### config.mk
export PLATFORM = sky130hd
export DESIGN_NAME = avaliador_ativos_minimos_flat
export DESIGN_NICKNAME = d
export VERILOG_FILES = /design/src/rtl/avaliador_ativos_minimos_if.sv /design/src/rtl/avaliador_ativos_minimos.sv /design/src/flat_wrapper.sv
export SDC_FILE = /design/constraint.sdc
export NUM_CORES = 1
export LEC_CHECK = 0
export BUFFER_PORTS_ARGS = -buffer_cell sky130_fd_sc_hd__buf_2
export CAP_MARGIN = 5
export CORE_MARGIN = 2
export CORE_UTILIZATION = 40
export CTS_CLUSTER_SIZE = 28
export DETAILED_ROUTE_END_ITERATION = 16
export PLACE_DENSITY = 0.57
export SLEW_MARGIN = 5
export SYNTH_ARGS = -nofsm -noshare
export SYNTH_HDL_FRONTEND = slang
export SYNTH_SLANG_ARGS = --single-unit
### constraint.sdc
create_clock -name clk -period 4.2 [get_ports clk]
set_input_delay 1.26 -clock clk [delete_from_list [all_inputs] [get_ports clk]]
set_output_delay 1.26 -clock clk [all_outputs]
set_load 0.02 [all_outputs]
### src/rtl/avaliador_ativos_minimos_if.sv
// Request/response bundle between the neighbour stage and the active-node table.
//   master : drives the avaliar/atualizar/desativar pulses and operands, observes table state
//   slave  : the active-node table (avaliador_ativos_minimos)
interface avaliador_ativos_minimos_if #(
  parameter int ADDR_WIDTH      = 10,
  parameter int DISTANCIA_WIDTH = 6,
  parameter int NUM_NA          = 4
);
  logic                              cme_avaliar_in;
  logic                              lvv_atualizar_in;
  logic [ADDR_WIDTH-1:0]             lvv_endereco_in;
  logic [DISTANCIA_WIDTH-1:0]        lvv_distancia_in;
  logic [ADDR_WIDTH-1:0]             lvv_anterior_in;
  logic                              lvv_desativar_in;
  logic [ADDR_WIDTH-1:0]             lvv_desativar_addr_in;
  logic                              aa_ocupado_out;
  logic                              aa_pronto_out;
  logic [NUM_NA-1:0]                 aa_aprovado_out;
  logic [ADDR_WIDTH*NUM_NA-1:0]      aa_endereco_out;
  logic [DISTANCIA_WIDTH*NUM_NA-1:0] aa_distancia_out;
  logic [ADDR_WIDTH*NUM_NA-1:0]      aa_anterior_data_out;
  logic                              aa_vazio_out;
  logic                              aa_overflow_out;

  modport master (
    output cme_avaliar_in, lvv_atualizar_in, lvv_endereco_in, lvv_distancia_in,
           lvv_anterior_in, lvv_desativar_in, lvv_desativar_addr_in,
    input  aa_ocupado_out, aa_pronto_out, aa_aprovado_out, aa_endereco_out,
           aa_distancia_out, aa_anterior_data_out, aa_vazio_out, aa_overflow_out
  );

  modport slave (
    input  cme_avaliar_in, lvv_atualizar_in, lvv_endereco_in, lvv_distancia_in,
           lvv_anterior_in, lvv_desativar_in, lvv_desativar_addr_in,
    output aa_ocupado_out, aa_pronto_out, aa_aprovado_out, aa_endereco_out,
           aa_distancia_out, aa_anterior_data_out, aa_vazio_out, aa_overflow_out
  );
endinterface

### src/rtl/avaliador_ativos_minimos.sv
// Active-node table: holds up to NUM_NA frontier nodes (address, distance,
// predecessor), applies insert/relax and remove requests, and on request flags
// every valid node at the minimum distance as aprovado.
//   clk, rst_n : clock, asynchronous active-low reset
//   bus        : slave side of avaliador_ativos_minimos_if (request pulses in,
//                table contents / aprovado mask / status out)
//
// state       | meaning
// ST_IDLE     | pick highest-priority pending request (desativar > atualizar > avaliar)
// ST_BUSCAR   | compare operand address against valid slots, find first free slot
// ST_ESCREVER | apply remove / relax / insert, then back to idle
// ST_MINIMO   | walk slots, track minimum distance among valid ones
// ST_MARCAR   | walk slots, mark those equal to the minimum
// ST_PRONTO   | one-cycle pronto pulse
module avaliador_ativos_minimos #(
  parameter int ADDR_WIDTH      = 10,
  parameter int DISTANCIA_WIDTH = 6,
  parameter int NUM_NA          = 4,
  parameter int IDX_WIDTH       = $clog2(NUM_NA)
) (
  input logic clk,
  input logic rst_n,
  avaliador_ativos_minimos_if.slave bus
);

  typedef enum logic [2:0] {
    ST_IDLE, ST_BUSCAR, ST_ESCREVER, ST_MINIMO, ST_MARCAR, ST_PRONTO
  } state_t;

  state_t state_q, state_d;

  logic                       pend_desativar, pend_atualizar, pend_avaliar;
  logic [ADDR_WIDTH-1:0]      des_addr_q;
  logic [ADDR_WIDTH-1:0]      atu_addr_q, atu_ant_q;
  logic [DISTANCIA_WIDTH-1:0] atu_dist_q;
  logic                       take_des, take_atu, take_ava;

  // operands of the operation in flight, decoupled from new pulses
  logic                       op_atu_q;
  logic [ADDR_WIDTH-1:0]      op_addr_q, op_ant_q;
  logic [DISTANCIA_WIDTH-1:0] op_dist_q;

  logic                       hit_c, free_c, hit_q, full_q;
  logic [IDX_WIDTH-1:0]       hit_idx_c, free_idx_c, hit_idx_q, free_idx_q;

  logic [IDX_WIDTH-1:0]       cnt_q;
  logic                       cnt_last;
  logic [DISTANCIA_WIDTH-1:0] min_q;
  logic                       any_valid_q;

  logic [NUM_NA-1:0]          valid_q, aprovado_q;
  logic [ADDR_WIDTH-1:0]      addr_q [NUM_NA];
  logic [DISTANCIA_WIDTH-1:0] dist_q [NUM_NA];
  logic [ADDR_WIDTH-1:0]      ant_q  [NUM_NA];
  logic                       overflow_q;

  assign cnt_last = (cnt_q == IDX_WIDTH'(NUM_NA - 1));

  always_ff @(posedge clk or negedge rst_n) begin
    if (!rst_n) state_q <= ST_IDLE;
    else        state_q <= state_d;
  end

  always_comb begin
    state_d  = state_q;
    take_des = 1'b0;
    take_atu = 1'b0;
    take_ava = 1'b0;
    case (state_q)
      ST_IDLE: begin
        if (pend_desativar) begin
          take_des = 1'b1;
          state_d  = ST_BUSCAR;
        end else if (pend_atualizar) begin
          take_atu = 1'b1;
          state_d  = ST_BUSCAR;
        end else if (pend_avaliar) begin
          take_ava = 1'b1;
          state_d  = ST_MINIMO;
        end
      end
      ST_BUSCAR:   state_d = ST_ESCREVER;
      ST_ESCREVER: state_d = ST_IDLE;
      ST_MINIMO:   if (cnt_last) state_d = ST_MARCAR;
      ST_MARCAR:   if (cnt_last) state_d = ST_PRONTO;
      ST_PRONTO:   state_d = ST_IDLE;
      default:     state_d = ST_IDLE;
    endcase
  end

  // a pulse in the same cycle its flag is taken wins, so it is never lost
  always_ff @(posedge clk or negedge rst_n) begin
    if (!rst_n) begin
      pend_desativar <= 1'b0;
      pend_atualizar <= 1'b0;
      pend_avaliar   <= 1'b0;
      des_addr_q     <= '0;
      atu_addr_q     <= '0;
      atu_dist_q     <= '0;
      atu_ant_q      <= '0;
    end else begin
      if (bus.lvv_desativar_in) begin
        pend_desativar <= 1'b1;
        des_addr_q     <= bus.lvv_desativar_addr_in;
      end else if (take_des) begin
        pend_desativar <= 1'b0;
      end
      if (bus.lvv_atualizar_in) begin
        pend_atualizar <= 1'b1;
        atu_addr_q     <= bus.lvv_endereco_in;
        atu_dist_q     <= bus.lvv_distancia_in;
        atu_ant_q      <= bus.lvv_anterior_in;
      end else if (take_atu) begin
        pend_atualizar <= 1'b0;
      end
      if (bus.cme_avaliar_in)  pend_avaliar <= 1'b1;
      else if (take_ava)       pend_avaliar <= 1'b0;
    end
  end

  // descending scan so the lowest matching / free index wins
  always_comb begin
    hit_c      = 1'b0;
    hit_idx_c  = '0;
    free_c     = 1'b0;
    free_idx_c = '0;
    for (int k = NUM_NA - 1; k >= 0; k--) begin
      if (valid_q[k] && (addr_q[k] == op_addr_q)) begin
        hit_c     = 1'b1;
        hit_idx_c = IDX_WIDTH'(k);
      end
      if (!valid_q[k]) begin
        free_c     = 1'b1;
        free_idx_c = IDX_WIDTH'(k);
      end
    end
  end

  always_ff @(posedge clk or negedge rst_n) begin
    if (!rst_n) begin
      op_atu_q    <= 1'b0;
      op_addr_q   <= '0;
      op_dist_q   <= '0;
      op_ant_q    <= '0;
      hit_q       <= 1'b0;
      hit_idx_q   <= '0;
      free_idx_q  <= '0;
      full_q      <= 1'b0;
      cnt_q       <= '0;
      min_q       <= '1;
      any_valid_q <= 1'b0;
      valid_q     <= '0;
      aprovado_q  <= '0;
      overflow_q  <= 1'b0;
      for (int k = 0; k < NUM_NA; k++) begin
        addr_q[k] <= '0;
        dist_q[k] <= '0;
        ant_q[k]  <= '0;
      end
    end else begin
      if (take_des) begin
        op_atu_q  <= 1'b0;
        op_addr_q <= des_addr_q;
      end else if (take_atu) begin
        op_atu_q  <= 1'b1;
        op_addr_q <= atu_addr_q;
        op_dist_q <= atu_dist_q;
        op_ant_q  <= atu_ant_q;
      end else if (take_ava) begin
        cnt_q       <= '0;
        min_q       <= '1;
        any_valid_q <= 1'b0;
      end

      case (state_q)
        ST_BUSCAR: begin
          hit_q      <= hit_c;
          hit_idx_q  <= hit_idx_c;
          free_idx_q <= free_idx_c;
          full_q     <= ~free_c;
        end
        ST_ESCREVER: begin
          if (op_addr_q != '1) begin
            if (!op_atu_q) begin
              if (hit_q) begin
                valid_q[hit_idx_q]    <= 1'b0;
                aprovado_q[hit_idx_q] <= 1'b0;
              end
            end else if (hit_q) begin
              if (op_dist_q < dist_q[hit_idx_q]) begin
                dist_q[hit_idx_q] <= op_dist_q;
                ant_q[hit_idx_q]  <= op_ant_q;
              end
            end else if (full_q) begin
              overflow_q <= 1'b1;
            end else begin
              addr_q[free_idx_q]  <= op_addr_q;
              dist_q[free_idx_q]  <= op_dist_q;
              ant_q[free_idx_q]   <= op_ant_q;
              valid_q[free_idx_q] <= 1'b1;
            end
          end
        end
        ST_MINIMO: begin
          if (valid_q[cnt_q]) begin
            any_valid_q <= 1'b1;
            if (dist_q[cnt_q] < min_q) min_q <= dist_q[cnt_q];
          end
          cnt_q <= cnt_last ? '0 : cnt_q + IDX_WIDTH'(1);
          if (cnt_last) aprovado_q <= '0;
        end
        ST_MARCAR: begin
          aprovado_q[cnt_q] <= any_valid_q && valid_q[cnt_q] && (dist_q[cnt_q] == min_q);
          cnt_q <= cnt_last ? '0 : cnt_q + IDX_WIDTH'(1);
        end
        default: ;
      endcase
    end
  end

  assign bus.aa_ocupado_out  = (state_q != ST_IDLE) || pend_desativar || pend_atualizar || pend_avaliar;
  assign bus.aa_pronto_out   = (state_q == ST_PRONTO);
  assign bus.aa_aprovado_out = aprovado_q;
  assign bus.aa_vazio_out    = ~|valid_q;
  assign bus.aa_overflow_out = overflow_q;

  for (genvar g = 0; g < NUM_NA; g++) begin : g_pack
    assign bus.aa_endereco_out[ADDR_WIDTH*g +: ADDR_WIDTH]                = addr_q[g];
    assign bus.aa_distancia_out[DISTANCIA_WIDTH*g +: DISTANCIA_WIDTH]     = dist_q[g];
    assign bus.aa_anterior_data_out[ADDR_WIDTH*g +: ADDR_WIDTH]           = ant_q[g];
  end

endmodule

### src/flat_wrapper.sv
// flat-port wrapper written by rule: the top's interface ports become plain ports
module avaliador_ativos_minimos_flat 
#(
  parameter int ADDR_WIDTH      = 10,
  parameter int DISTANCIA_WIDTH = 6,
  parameter int NUM_NA          = 4,
  parameter int IDX_WIDTH       = $clog2(NUM_NA)
)
  (clk, rst_n, bus_cme_avaliar_in, bus_lvv_atualizar_in, bus_lvv_endereco_in, bus_lvv_distancia_in, bus_lvv_anterior_in, bus_lvv_desativar_in, bus_lvv_desativar_addr_in, bus_aa_ocupado_out, bus_aa_pronto_out, bus_aa_aprovado_out, bus_aa_endereco_out, bus_aa_distancia_out, bus_aa_anterior_data_out, bus_aa_vazio_out, bus_aa_overflow_out);
  avaliador_ativos_minimos_if #(.ADDR_WIDTH(ADDR_WIDTH), .DISTANCIA_WIDTH(DISTANCIA_WIDTH), .NUM_NA(NUM_NA)) bus_i ();
  input logic clk;
  input logic rst_n;
  input wire logic [$bits(bus_i.cme_avaliar_in)-1:0] bus_cme_avaliar_in;
  input wire logic [$bits(bus_i.lvv_atualizar_in)-1:0] bus_lvv_atualizar_in;
  input wire logic [$bits(bus_i.lvv_endereco_in)-1:0] bus_lvv_endereco_in;
  input wire logic [$bits(bus_i.lvv_distancia_in)-1:0] bus_lvv_distancia_in;
  input wire logic [$bits(bus_i.lvv_anterior_in)-1:0] bus_lvv_anterior_in;
  input wire logic [$bits(bus_i.lvv_desativar_in)-1:0] bus_lvv_desativar_in;
  input wire logic [$bits(bus_i.lvv_desativar_addr_in)-1:0] bus_lvv_desativar_addr_in;
  output wire logic [$bits(bus_i.aa_ocupado_out)-1:0] bus_aa_ocupado_out;
  output wire logic [$bits(bus_i.aa_pronto_out)-1:0] bus_aa_pronto_out;
  output wire logic [$bits(bus_i.aa_aprovado_out)-1:0] bus_aa_aprovado_out;
  output wire logic [$bits(bus_i.aa_endereco_out)-1:0] bus_aa_endereco_out;
  output wire logic [$bits(bus_i.aa_distancia_out)-1:0] bus_aa_distancia_out;
  output wire logic [$bits(bus_i.aa_anterior_data_out)-1:0] bus_aa_anterior_data_out;
  output wire logic [$bits(bus_i.aa_vazio_out)-1:0] bus_aa_vazio_out;
  output wire logic [$bits(bus_i.aa_overflow_out)-1:0] bus_aa_overflow_out;
  assign bus_i.cme_avaliar_in = bus_cme_avaliar_in;
  assign bus_i.lvv_atualizar_in = bus_lvv_atualizar_in;
  assign bus_i.lvv_endereco_in = bus_lvv_endereco_in;
  assign bus_i.lvv_distancia_in = bus_lvv_distancia_in;
  assign bus_i.lvv_anterior_in = bus_lvv_anterior_in;
  assign bus_i.lvv_desativar_in = bus_lvv_desativar_in;
  assign bus_i.lvv_desativar_addr_in = bus_lvv_desativar_addr_in;
  assign bus_aa_ocupado_out = bus_i.aa_ocupado_out;
  assign bus_aa_pronto_out = bus_i.aa_pronto_out;
  assign bus_aa_aprovado_out = bus_i.aa_aprovado_out;
  assign bus_aa_endereco_out = bus_i.aa_endereco_out;
  assign bus_aa_distancia_out = bus_i.aa_distancia_out;
  assign bus_aa_anterior_data_out = bus_i.aa_anterior_data_out;
  assign bus_aa_vazio_out = bus_i.aa_vazio_out;
  assign bus_aa_overflow_out = bus_i.aa_overflow_out;
  avaliador_ativos_minimos #(.ADDR_WIDTH(ADDR_WIDTH), .DISTANCIA_WIDTH(DISTANCIA_WIDTH), .NUM_NA(NUM_NA), .IDX_WIDTH(IDX_WIDTH)) u_core (.clk(clk), .rst_n(rst_n), .bus(bus_i));
endmodule
==> metrics.md, run 1 <==
| Metric | Value |
|---|---|
| DRC violations left | 0 |
| Cts hold-fix bufs | 0 |
| Crit-path cells | mux4_2, inv_1, ha_1, nand3_1, a211o_2, o2111ai_4, o41ai_4, buf_4, mux2_2 |
| TritonCTS clock tree | yes |
| Max Cap Viol | 0 |
| Max H-tree Level | 4 |
| Starting density of the core | 41.0% |
| FFs w/ async S/R, synth | 100% |
| Vias in the first global route | 5,983 |
| R2r startpoint | u_core.hit_idx_q[0]$_DFFE_PN0N_ |
| Clk pin slew, worst setup/hold paths | 0.07 ns |
| CP max-delay cell | dfrtp_1 |
| Final Hold Vio Count | 0 |
| First DRT Iteration DRCs | 318 |
| Static Leak | 5.24 nW |
| Pre-CTS setup slack | 0.920 ns |
| Slew @ Worst Pin | just over 0.9 ns |
| TritonRoute pass-1 iters | 4 |
| Post-synthesis compound-gate area fraction | 6.10% |
| Max Transition Viols Final | 0 |
| Seq/Total Area, Yosys | a little over half |
| Die Area | approximately 24,000 sq um |
| Critical path data required time | 4.52 ns |
| Max incr delay on CP | approximately 0.79 ns |
| Largest net degree at the start of global routing | 105 |
| Hold Startpoint | u_core.atu_dist_q[2]$_DFFE_PN0P_ |
| Synthesized Nets | 768 |
| Postcts setup bufs | 0 |
| Cell area after synthesis | 9000 sq um |
| Num CTS Buffers | 17 |
| Chip width | 154 microns |
| Critical path capture point type | flip-flop |
| Root Buffer | clkbuf_16 |
| Overflow after GRT | 0 |
| RSZ-0062 raised after global routing | no |
| Most used DFF post-synth | dfrtp_1 |
| Post-Synth Simple-Gate Area | 8.51% |
| Adder-Cell Fraction of Synth Area | 2.08% |
| Post-Synth XOR/XNOR Area | 3.89% |
| Insertion delay to the later sink of the worst-skew pair | around 0.44 ns |
| Final setup fails | 0 |
| CP Data Arrival Time | around 3.6 ns |
| Final Cycle Share | 78.0% |
| Wirelength per Cell | 18.8 microns |
| FF+latch count, synth | 197 |
| Initial antenna violation count | 2 |
| Synth-to-layout area growth | 18.2% |
| Startpoint Class | flip-flop |
| Port Buffers | 152 |
| Via density | 5.20 |
| YS warnings | 0 |
| Crit path time final | 3.28 ns |
| Largest family of logic cells by synthesized area | multiplexers |
| Share of layout cells above drive strength 1 | 42.4% |
| Gr usage total | 18.9% |
| Mean Syn Cell Area | approximately 13 sq um |
| CP max FO | 16 |
| EDFF count, synth | 0 |
| Die Ht | 154 microns |
| Post-synthesis cell type count | 52 |
| I/O pins | between 150 and 200 |
| Most frequent cells in the layout | dfrtp_1, buf_2, mux2_2, nand2_1, xnor2_1 |
| Worst VDD drop | approximately 0.28 mV |
| Max Clock Freq | between 0.3 and 0.4 GHz |
| Commonest non-fill, non-tap cell in the layout | dfrtp_1 |
| First-pass GRT wire length | about 35 mm |
| Clock sinks | approximately 200 |
| Routed Antenna Nets | 0 |
| Hpwl dp | between 15 and 20 mm |
| Min setup slack post-route | approximately 0.92 ns |
| Clock skew after layout | 0.0148 ns |
| Fillers | 2,013 |
| Fin nets | 911 |
| DR vias | 5,983 |
| Hold WC Path Type | flip-flop to flip-flop |
| Total Neg Setup Slack | 0 ns |
| Mux contribution to synthesized area | roughly 22% |
| Core area | about 22,000 sq um |
| Cell Rows | 54 |
| Routed wire length | 21.6 mm |
| Crit Path Class | flip-flop to flip-flop |
| Longest Clk Path Bufs | 2 |
| Max_slew headroom | a little under two fifths |
| Post-place instance area | approximately 10,000 sq um |
| Pwr/cell area | between 600 and 700 nW/um^2 |
| Power Total | 6.89 mW |
| Post-CTS Resized | 0 |
| Synth Instances | 712 |
| Critical Path Start | u_core.hit_idx_q[0]$_DFFE_PN0N_ |
| Placer Congestion | 0.760 |
| Status | finished, final reports clean |
| Post-route cell area | 10,600 sq um |
[final cells by class]
type                            instances  area [sq um]  area share [%]
Antenna cell                            3          7.51          0.0706
Clock buffer                           17           425            4.00
Tap cell                              280           350            3.29
Inverter                               19          71.3           0.670
Clock inverter                         15           161            1.52
Sequential cell                       197          4940            46.4
Multi-Input combinational cell        456          3810            35.8
Timing Repair Buffer                  164           872            8.20
[flip-flops by register name (all words and copies together) (netlist names), 2 cells and up]
register                         count
u_core.cnt_q                         2
u_core.hit_idx_q                     2
u_core.bus.aa_anterior_data_out     40
u_core.op_ant_q                     10
u_core.bus.aa_endereco_out          40
u_core.atu_ant_q                    10
u_core.op_dist_q                     6
u_core.valid_q                       4
u_core.op_addr_q                    10
u_core.state_q                       3
u_core.atu_addr_q                   10
u_core.des_addr_q                   10
u_core.min_q                         6
u_core.atu_dist_q                    6
u_core.bus.aa_aprovado_out           4
u_core.free_idx_q                    2
u_core.bus.aa_distancia_out         24
[worst paths after layout]
path | to | slack (ns) | depth (start not counted)
max | u_core.bus.aa_anterior_data_out[6]$_DFFE_PN0P_ | 0.92 | 9
min reg2reg | u_core.op_dist_q[2]$_DFFE_PN0P_ | 0.46 | 2
max in group asynchronous | u_core.bus.aa_endereco_out[27]$_DFFE_PN0P_ | 2.41 | 2
max reg2reg | u_core.bus.aa_anterior_data_out[6]$_DFFE_PN0P_ | 0.92 | 9
min | u_core.op_dist_q[2]$_DFFE_PN0P_ | 0.46 | 2
min in group asynchronous | u_core.bus.aa_aprovado_out[1]$_DFFE_PN0P_ | 0.90 | 1
[critical path, delay by kind of cell, from the launching register on]
family | cells | cell delay, ns
compound gates | 3 | 0.66
fa+ha+maj | 1 | 0.24
buf+inv | 2 | 0.37
flops | 1 | 0.79
mux | 2 | 0.94
simple gates | 1 | 0.16
[report_power, final]
group | internal, mW | switching [mW]
sequential | 2.37 | 0.678
combinational | 1.03 | 1.19
clock | 0.847 | 0.780
total | 4.25 | 2.64
[synthesized netlist by cell type (all sizes together) (2+ instances only)]
library cell  count  area share, %
dfrtp           191             53
mux2            146             18
nand2            98            4.1
xnor2            40            3.9
clkbuf           21           0.88
buf              19            1.1
inv              19           0.79
o21ai            18            1.1
ha               15            2.1
nand4            14           0.97
mux4             13            3.3
nand3            12           0.67
nor2             11           0.46
a21oi            10           0.56
a22oi            10           0.83
o31ai             7           0.74
dfstp             6            1.8
nor2b             6           0.42
nor3              6           0.33
a21o              5           0.42
nand2b            5           0.35
o21a              4           0.33
a221oi            3           0.29
and3              3           0.21
nor4              3           0.21
or3               3           0.21
a31oi             2           0.14
and4              2           0.19
mux2i             2           0.22
o2bb2ai           2           0.19
[routing by layer]
layer / track usage [%] / wire length (microns) / up-vias
li1: - / - / 2811
met1: 27.1 / 10500 / 3016
met2: 28.2 / 9690 / 123
met3: 4.85 / 970 / 31
met4: 6.01 / 430 / 2
met5: 0 / 13 / -
[kinds of logic after synthesis]
group                      count (synthesis)
DFF                                      197
and+or+nand+nor                          168
muxes                                    161
AOI/OAI and AO/OA                         72
buffers and inverters                     59
xor gates and xnor gates                  40
adders and majority gates                 15
[metrics by stage]
| step | hold WS (ns) | utilization, % | instances |
|---|---|---|---|
| 2_1_floorplan | 0.435 | - | 712 |
| 6_report | 0.456 | 48.5 | 1151 |
| 3_5_place_dp | 0.448 | 45.7 | 1116 |
| 4_1_cts | 0.463 | 48.4 | 1148 |
| 3_3_place_gp | 0.444 | 45.7 | 1116 |
| 5_1_grt | 0.499 | 48.4 | 1149 |
(Power assumes the default switching activity.)
==> inputs of run 2 (changes only) <==
--- a/config.mk
+++ b/config.mk
@@ -5,6 +5,7 @@
 export SDC_FILE = /design/constraint.sdc
 export NUM_CORES = 1
 export LEC_CHECK = 0
+export ABC_AREA = 1
 export BUFFER_PORTS_ARGS = -buffer_cell sky130_fd_sc_hd__buf_2
 export CAP_MARGIN = 5
 export CORE_MARGIN = 2
==> constraint.sdc (replaced) <==
create_clock -name clk -period 3.3 [get_ports clk]
set_input_delay 0.99 -clock clk [delete_from_list [all_inputs] [get_ports clk]]
set_output_delay 0.99 -clock clk [all_outputs]
set_load 0.02 [all_outputs]
==> run 2 against run 1 <==
Final cell count is 41% higher. Routed wire length is 27% higher. Largest power group unchanged. Via count is 40% higher. Synthesized cell count is 62% higher. Critical endpoint is now u_core.bus.aa_anterior_data_out[11]$_DFFE_PN0P_. Count of clock-buffer cells in the layout is 2 higher. Largest cell class unchanged. Non-clock buffer count is 6 higher. Cell area is 5.3% higher.
==> metrics.md, run 2 <==
| Metric | Value |
|---|---|
| Wirelength per Cell | 16.9 microns (-9.8%) |
| Antenna diodes | 0 (-3) |
| Startpoint Class | flip-flop |
| Met3 usage | 3.32% (-1.5 points) |
| Most frequent cells after synthesis | nand2_1, dfrtp_1, inv_1 |
| Clock sinks | 197 (unchanged) |
| Chip width | 160 microns (+3.9%) |
| Cts hold-fix bufs | 0 (unchanged) |
| Final setup fails | 0 (unchanged) |
| Seq/Total Area, Yosys | 50.7% (-4.1 points) |
| Total Neg Setup Slack | 0 ns (unchanged) |
| Critical path data required time | 3.62 ns (-0.90 ns) |
| Most frequent cells in the layout | nand2_1, dfrtp_1, buf_2, inv_1, o21ai_0 |
| Cell Rows | 57 (+5.6%) |
| EDFF count, synth | 0 (unchanged) |
| Clk pin slew, worst setup/hold paths | 0.07 ns (about the same) |
| Routed Antenna Nets | 0 (unchanged) |
| Adder-Cell Fraction of Synth Area | 1.93% (-0.16 points) |
| Placer Congestion | 0.908 (+20%) |
| DR vias | 8,353 (+40%) |
| Max H-tree Level | 4 (unchanged) |
| DRC violations left | 0 (unchanged) |
| Slew @ Worst Pin | 1.15 ns (+0.220 ns) |
| Mux contribution to synthesized area | 0.116% (-22 points) |
| Worst VDD drop | 0.350 mV (+25%) |
| Final Cycle Share | 85.7% (+7.7 points) |
| Final Hold Vio Count | 0 (unchanged) |
| Max Transition Viols Final | 0 (unchanged) |
| Synth area leaders | dfrtp_1, nand2_1, o21ai_0 |
| Insertion delay to the later sink of the worst-skew pair | 0.44 ns (about the same) |
| Post-Synth Simple-Gate Area | 26.1% (+18 points) |
| Overflow after GRT | 0 (unchanged) |
| Core area | 24,100 sq um (+9.8%) |
| Grt peak-use layer | met2 |
| Via density | 5.15 (-0.93%) |
| TritonRoute pass-1 iters | 6 (+2) |
| Cell area after synthesis | 9730 sq um (+8.1%) |
| Fillers | 2,500 (+24%) |
| Synth-to-layout area growth | 15.1% |
| Pwr/cell area | 830 nW/um^2 (+28%) |
| Synth Instances | 1,155 (+62%) |
| Synthesized Nets | 1,211 (+58%) |
| Postcts setup bufs | 0 (unchanged) |
| Crit path time final | 2.83 ns (-0.450 ns) |
| First-pass GRT wire length | 43.4 mm (+25%) |
| Met2 global-route usage | 33.1% (+4.9 points) |
| Largest net degree at the start of global routing | 81 (-23%) |
| Power Total | 9.30 mW (+35%) |
| YS warnings | 0 (unchanged) |
| Most used DFF post-synth | dfrtp_1 |
| Critical path capture point type | flip-flop |
| Fin nets | 1,341 (+47%) |
| Post-synthesis cell type count | 49 (-5.8%) |
| Clock skew after layout | 0.0178 ns (+0.00302 ns) |
| Port Buffers | 152 (unchanged) |
| Num CTS Buffers | 17 (unchanged) |
| First DRT Iteration DRCs | 719 (+130%) |
| Crit Path Class | flip-flop to flip-flop |
| Post-route cell area | 11,200 sq um (+5.3%) |
| Hpwl dp | 19.6 mm (+29%) |
| Max_slew headroom | 23.1% (-15 points) |
| Vias in the first global route | 7,678 (+28%) |
| I/O pins | 153 (unchanged) |
| FFs w/ async S/R, synth | 100% (unchanged) |
| Largest family of logic cells by synthesized area | simple AND/OR/NAND/NOR gates |
| Longest Clk Path Bufs | 2 (unchanged) |
| Post-place instance area | 10,600 sq um (+5.7%) |
| Commonest non-fill, non-tap cell in the layout | nand2_1 |
| Initial antenna violation count | 2 (unchanged) |
| CP max FO | 31 (+15) |
| Hold slack | 0.470 ns (+0.0143 ns) |
| Met1 Track Usage GR | 32.1% (+5.0 points) |
| Status | finished, final reports clean |
| TritonCTS clock tree | yes |
| Post-Synth XOR/XNOR Area | 0.810% (-3.1 points) |
| Starting density of the core | 40.4% (-0.63 points) |
| RSZ-0062 raised after global routing | no |
| Hold WC Path Type | flip-flop to flip-flop |
| Die Ht | 160 microns (+3.9%) |
| Routed wire length | 27.4 mm (+27%) |
| Post-synthesis compound-gate area fraction | 11.0% (+4.9 points) |
| FF+latch count, synth | 197 (unchanged) |
| Max Clock Freq | 0.354 GHz (+16%) |
| Gr usage total | 21.6% (+2.7 points) |
| Post-CTS Resized | 0 (unchanged) |
| Static Leak | 5.92 nW (+13%) |
| Top-count cell post-synth | nand2_1 |
| Area leader, netlist | dfrtp_1 |
| Max Cap Viol | 0 (unchanged) |
| Synth top area share | 49.1% (-4.0 points) |
| CP Data Arrival Time | 3.15 ns (-0.45 ns) |
| Root Buffer | clkbuf_16 |
| Die Area | 25,600 sq um (+7.9%) |
| Share of layout cells above drive strength 1 | 17.9% (-25 points) |
| Mean Syn Cell Area | 8.43 sq um (-33%) |
## run 2: final timing paths
check	startpoint	endpoint	slack, ns	cells after the start
worst max-delay path	u_core.hit_idx_q[0]$_DFFE_PN0N_	u_core.bus.aa_anterior_data_out[11]$_DFFE_PN0P_	0.47	12
worst min-delay path	u_core.bus.aa_anterior_data_out[8]$_DFFE_PN0P_	u_core.bus.aa_anterior_data_out[8]$_DFFE_PN0P_	0.47	2
worst max register to register	u_core.hit_idx_q[0]$_DFFE_PN0N_	u_core.bus.aa_anterior_data_out[11]$_DFFE_PN0P_	0.47	12
worst min register to register	u_core.bus.aa_anterior_data_out[8]$_DFFE_PN0P_	u_core.bus.aa_anterior_data_out[8]$_DFFE_PN0P_	0.47	2
max in group asynchronous	rst_n	u_core.bus.aa_distancia_out[19]$_DFFE_PN0P_	1.87	2
min in group asynchronous	rst_n	u_core.bus.aa_aprovado_out[2]$_DFFE_PN0P_	0.60	1
## run 2: cell families (layout without fill, tap and decap cells)
family	Yosys count	in the layout
flip-flops	197	197
multiplexers	1	1
AO/OA/AOI/OAI	177	177
adder cells (fa/ha/maj)	15	15
XOR/XNOR	9	9
AND/OR/NAND/NOR	579	579
buffers and inverters	177	320
## run 2: layout make-up
class | count | area (sq um) | share of cell area (%)
multi-input cells | 781 | 3880 | 34.7
flip-flops and latches | 197 | 4940 | 44.1
repair buffers | 170 | 942 | 8.41
clock inverters | 13 | 140 | 1.25
well taps | 324 | 405 | 3.62
clock buffers | 19 | 443 | 3.95
inverters | 118 | 452 | 4.03
## run 2: routing by layer
metal  wire (microns)  vias to the layer above
met5               13                        -
met4              414                        2
met3             1500                       31
met2            12400                      248
met1            13100                     3999
li1                 -                     4073
## run 2: where the power goes
group	leakage [nW]	total (mW)	internal, mW	switching (mW)
Sequential	2.59	3.73	2.97	0.763
Combinational	3.05	3.48	1.14	2.35
Clock	0.277	2.09	1.09	1.00
Total	5.92	9.30	5.19	4.11
## run 2: worst max-delay path, cell delays in order (launching register included)
cell,delay (ns)
dfrtp_1,0.46
nand2_1,0.19
inv_1,0.14
a221oi_1,0.31
ha_1,0.29
a21oi_1,0.14
nor2_1,0.05
a211oi_1,0.18
nand2_1,0.12
nand2_4,0.32
nand3_4,0.30
nand2_1,0.15
nand2_1,0.06
## run 2: stage by stage
step                cells  utilization, %  setup WS (ns)
floorplan            1155               -          0.944
global placement     1590            44.1          0.513
detailed placement   1590            44.1          0.479
CTS                  1622            46.5          0.461
global route         1622            46.5          0.197
finish               1622            46.5          0.472
==> inputs of run 3 (changes only) <==
--- a/config.mk
+++ b/config.mk
@@ -8,6 +8,7 @@
 export ABC_AREA = 1
 export BUFFER_PORTS_ARGS = -buffer_cell sky130_fd_sc_hd__buf_2
 export CAP_MARGIN = 5
+export CORE_ASPECT_RATIO = 0.7
 export CORE_MARGIN = 2
 export CORE_UTILIZATION = 40
 export CTS_CLUSTER_SIZE = 28
==> run 3 against run 2 <==
Utilization increased by 0.70 points. Via count rose by 0.95%. Non-clock buffer count rose by 4. Largest cell class unchanged. Highest routed layer unchanged.
==> metrics.md, run 3 (synthesis results as in run 2) <==
| Metric | Value |
|---|---|
| Status | finished, final reports clean |
| DRC violations left | 0 (unchanged) |
| Crit Path Class | flip-flop to primary output |
| Final setup fails | 0 (unchanged) |
| Core area | 23,800 sq um (-1.4%) |
| Largest net degree at the start of global routing | 58 (-28%) |
| Postcts setup bufs | 0 (unchanged) |
| I/O pins | 153 (unchanged) |
| Hpwl dp | 20.5 mm (+4.7%) |
| Initial antenna violation count | 2 (unchanged) |
| RSZ-0062 raised after global routing | no |
| TritonRoute pass-1 iters | 6 (unchanged) |
| Startpoint Class | flip-flop |
| Gr usage total | 22.7% (+1.0 points) |
| Longest Clk Path Bufs | 2 (unchanged) |
| Max Clock Freq | 0.331 GHz (-6.3%) |
| Critical Path Start | u_core.state_q[0]$_DFFE_PN0P_ |
| Worst VDD drop | 0.412 mV (+18%) |
| DR vias | 8,432 (+0.95%) |
| Clock skew after layout | 0.0127 ns (-0.00511 ns) |
| Routed wire length | 28.4 mm (+3.6%) |
| Cts hold-fix bufs | 0 (unchanged) |
| Max Cap Viol | 0 (unchanged) |
| Die Ht | 135 microns (-16%) |
| Clock sinks | 197 (unchanged) |
| R2r startpoint | u_core.hit_idx_q[0]$_DFFE_PN0N_ |
| Wirelength per Cell | 17.6 microns (+3.8%) |
| Commonest non-fill, non-tap cell in the layout | nand2_1 |
| CP Data Arrival Time | 2.03 ns (-1.12 ns) |
| Chip width | 190 microns (+19%) |
| Hold WC Path Type | flip-flop to flip-flop |
| Num CTS Buffers | 17 (unchanged) |
| Fillers | 2,340 (-6.4%) |
| Routed Antenna Nets | 0 (unchanged) |
| Most frequent cells in the layout | nand2_1, dfrtp_1, buf_2, inv_1, o21ai_0 |
| Clk pin slew, worst setup/hold paths | 0.08 ns (about the same) |
| Slew @ Worst Pin | 1.18 ns (+0.0274 ns) |
| Antenna diodes | 0 (unchanged) |
| Via density | 5.21 (+1.2%) |
| Fin nets | 1,345 (+0.30%) |
| CP max FO | 4 (-87%) |
| Port Buffers | 152 (unchanged) |
| Pwr/cell area | 842 nW/um^2 (+1.4%) |
| Root Buffer | clkbuf_16 |
| Die Area | 25,600 sq um (about the same) |
| Synth-to-layout area growth | 15.2% (about the same) |
| Final Cycle Share | 91.5% (+5.8 points) |
| Final Hold Vio Count | 0 (unchanged) |
| First-pass GRT wire length | 44.8 mm (+3.3%) |
| Max H-tree Level | 4 (unchanged) |
| Crit path time final | 3.02 ns (+0.191 ns) |
| Post-CTS Resized | 0 (unchanged) |
| Max Transition Viols Final | 0 (unchanged) |
| Placer Congestion | 0.927 (+2.1%) |
| Static Leak | 5.93 nW (+0.18%) |
| Max_slew headroom | 21.2% (-1.8 points) |
| Overflow after GRT | 0 (unchanged) |
| Insertion delay to the later sink of the worst-skew pair | 0.44 ns (about the same) |
| Power Total | 9.43 mW (+1.4%) |
| Critical path capture point type | primary output |
| TritonCTS clock tree | yes |
| Hold Startpoint | u_core.bus.aa_anterior_data_out[31]$_DFFE_PN0P_ |
| Vias in the first global route | 7,768 (+1.2%) |
| First DRT Iteration DRCs | 811 (+13%) |
| Cell Rows | 47 (-18%) |
| Total Neg Setup Slack | 0 ns (unchanged) |
| Starting density of the core | 41.0% (+0.59 points) |
| Share of layout cells above drive strength 1 | 18.0% (+0.13 points) |
| Critical path data required time | 2.31 ns (-1.31 ns) |
| R2R Setup Slk | 0.40 ns (-0.07 ns) |
## run 3: layer usage
layer  track usage (%)  part of all wire, %  up-vias
met4              4.09                 0.69        4
met5                 0                0.095        -
li1                  -                    -     4074
met2              30.7                   41      281
met1              36.6                   51     4053
met3              5.09                  7.5       20
## run 3: final timing paths
check | to | cells after the start
worst min register to register | u_core.bus.aa_anterior_data_out[31]$_DFFE_PN0P_ | 2
max in group asynchronous | u_core.min_q[5]$_DFF_PN1_ | 2
worst max-delay path | bus_aa_ocupado_out | 7
worst min-delay path | u_core.bus.aa_anterior_data_out[31]$_DFFE_PN0P_ | 2
worst max register to register | u_core.bus.aa_anterior_data_out[16]$_DFFE_PN0P_ | 12
min in group asynchronous | u_core.bus.aa_endereco_out[36]$_DFFE_PN0P_ | 1
## run 3: layout make-up
cell class / count / area (sq um) / area share (%)
Timing Repair Buffer: 174 / 960 / 8.56
Multi-Input combinational cell: 781 / 3880 / 34.7
Clock inverter: 12 / 148 / 1.32
Sequential cell: 197 / 4940 / 44.1
Clock buffer: 18 / 429 / 3.83
Tap cell: 318 / 398 / 3.55
Inverter: 118 / 452 / 4.03
## run 3: stage by stage
step	hold WS, ns	setup WS (ns)	util (%)	instance area (sq um)	instances
5_1_grt	0.486	0.0896	47.2	11200	1618
3_3_place_gp	0.451	0.557	44.7	10600	1587
6_report	0.468	0.281	47.2	11200	1618
3_5_place_dp	0.453	0.461	44.7	10600	1587
2_1_floorplan	0.442	0.944	-	9730	1155
4_1_cts	0.471	0.290	47.1	11200	1617
## run 3: report_power, final
group          total (mW)  switching, mW  internal [mW]  leakage [nW]
Clock                2.11          0.979           1.13         0.275
Sequential           3.67          0.706           2.97          2.59
Combinational        3.65           2.48           1.17          3.07
## run 3: worst max-delay path, stage by stage, from the launching register on
cell and delay, ns:
dfrtp_1 0.43, nor2_1 0.12, inv_1 0.06, nor2_1 0.21, nand2_1 0.13, nor2_1 0.30
nand2_1 0.15, buf_2 0.19
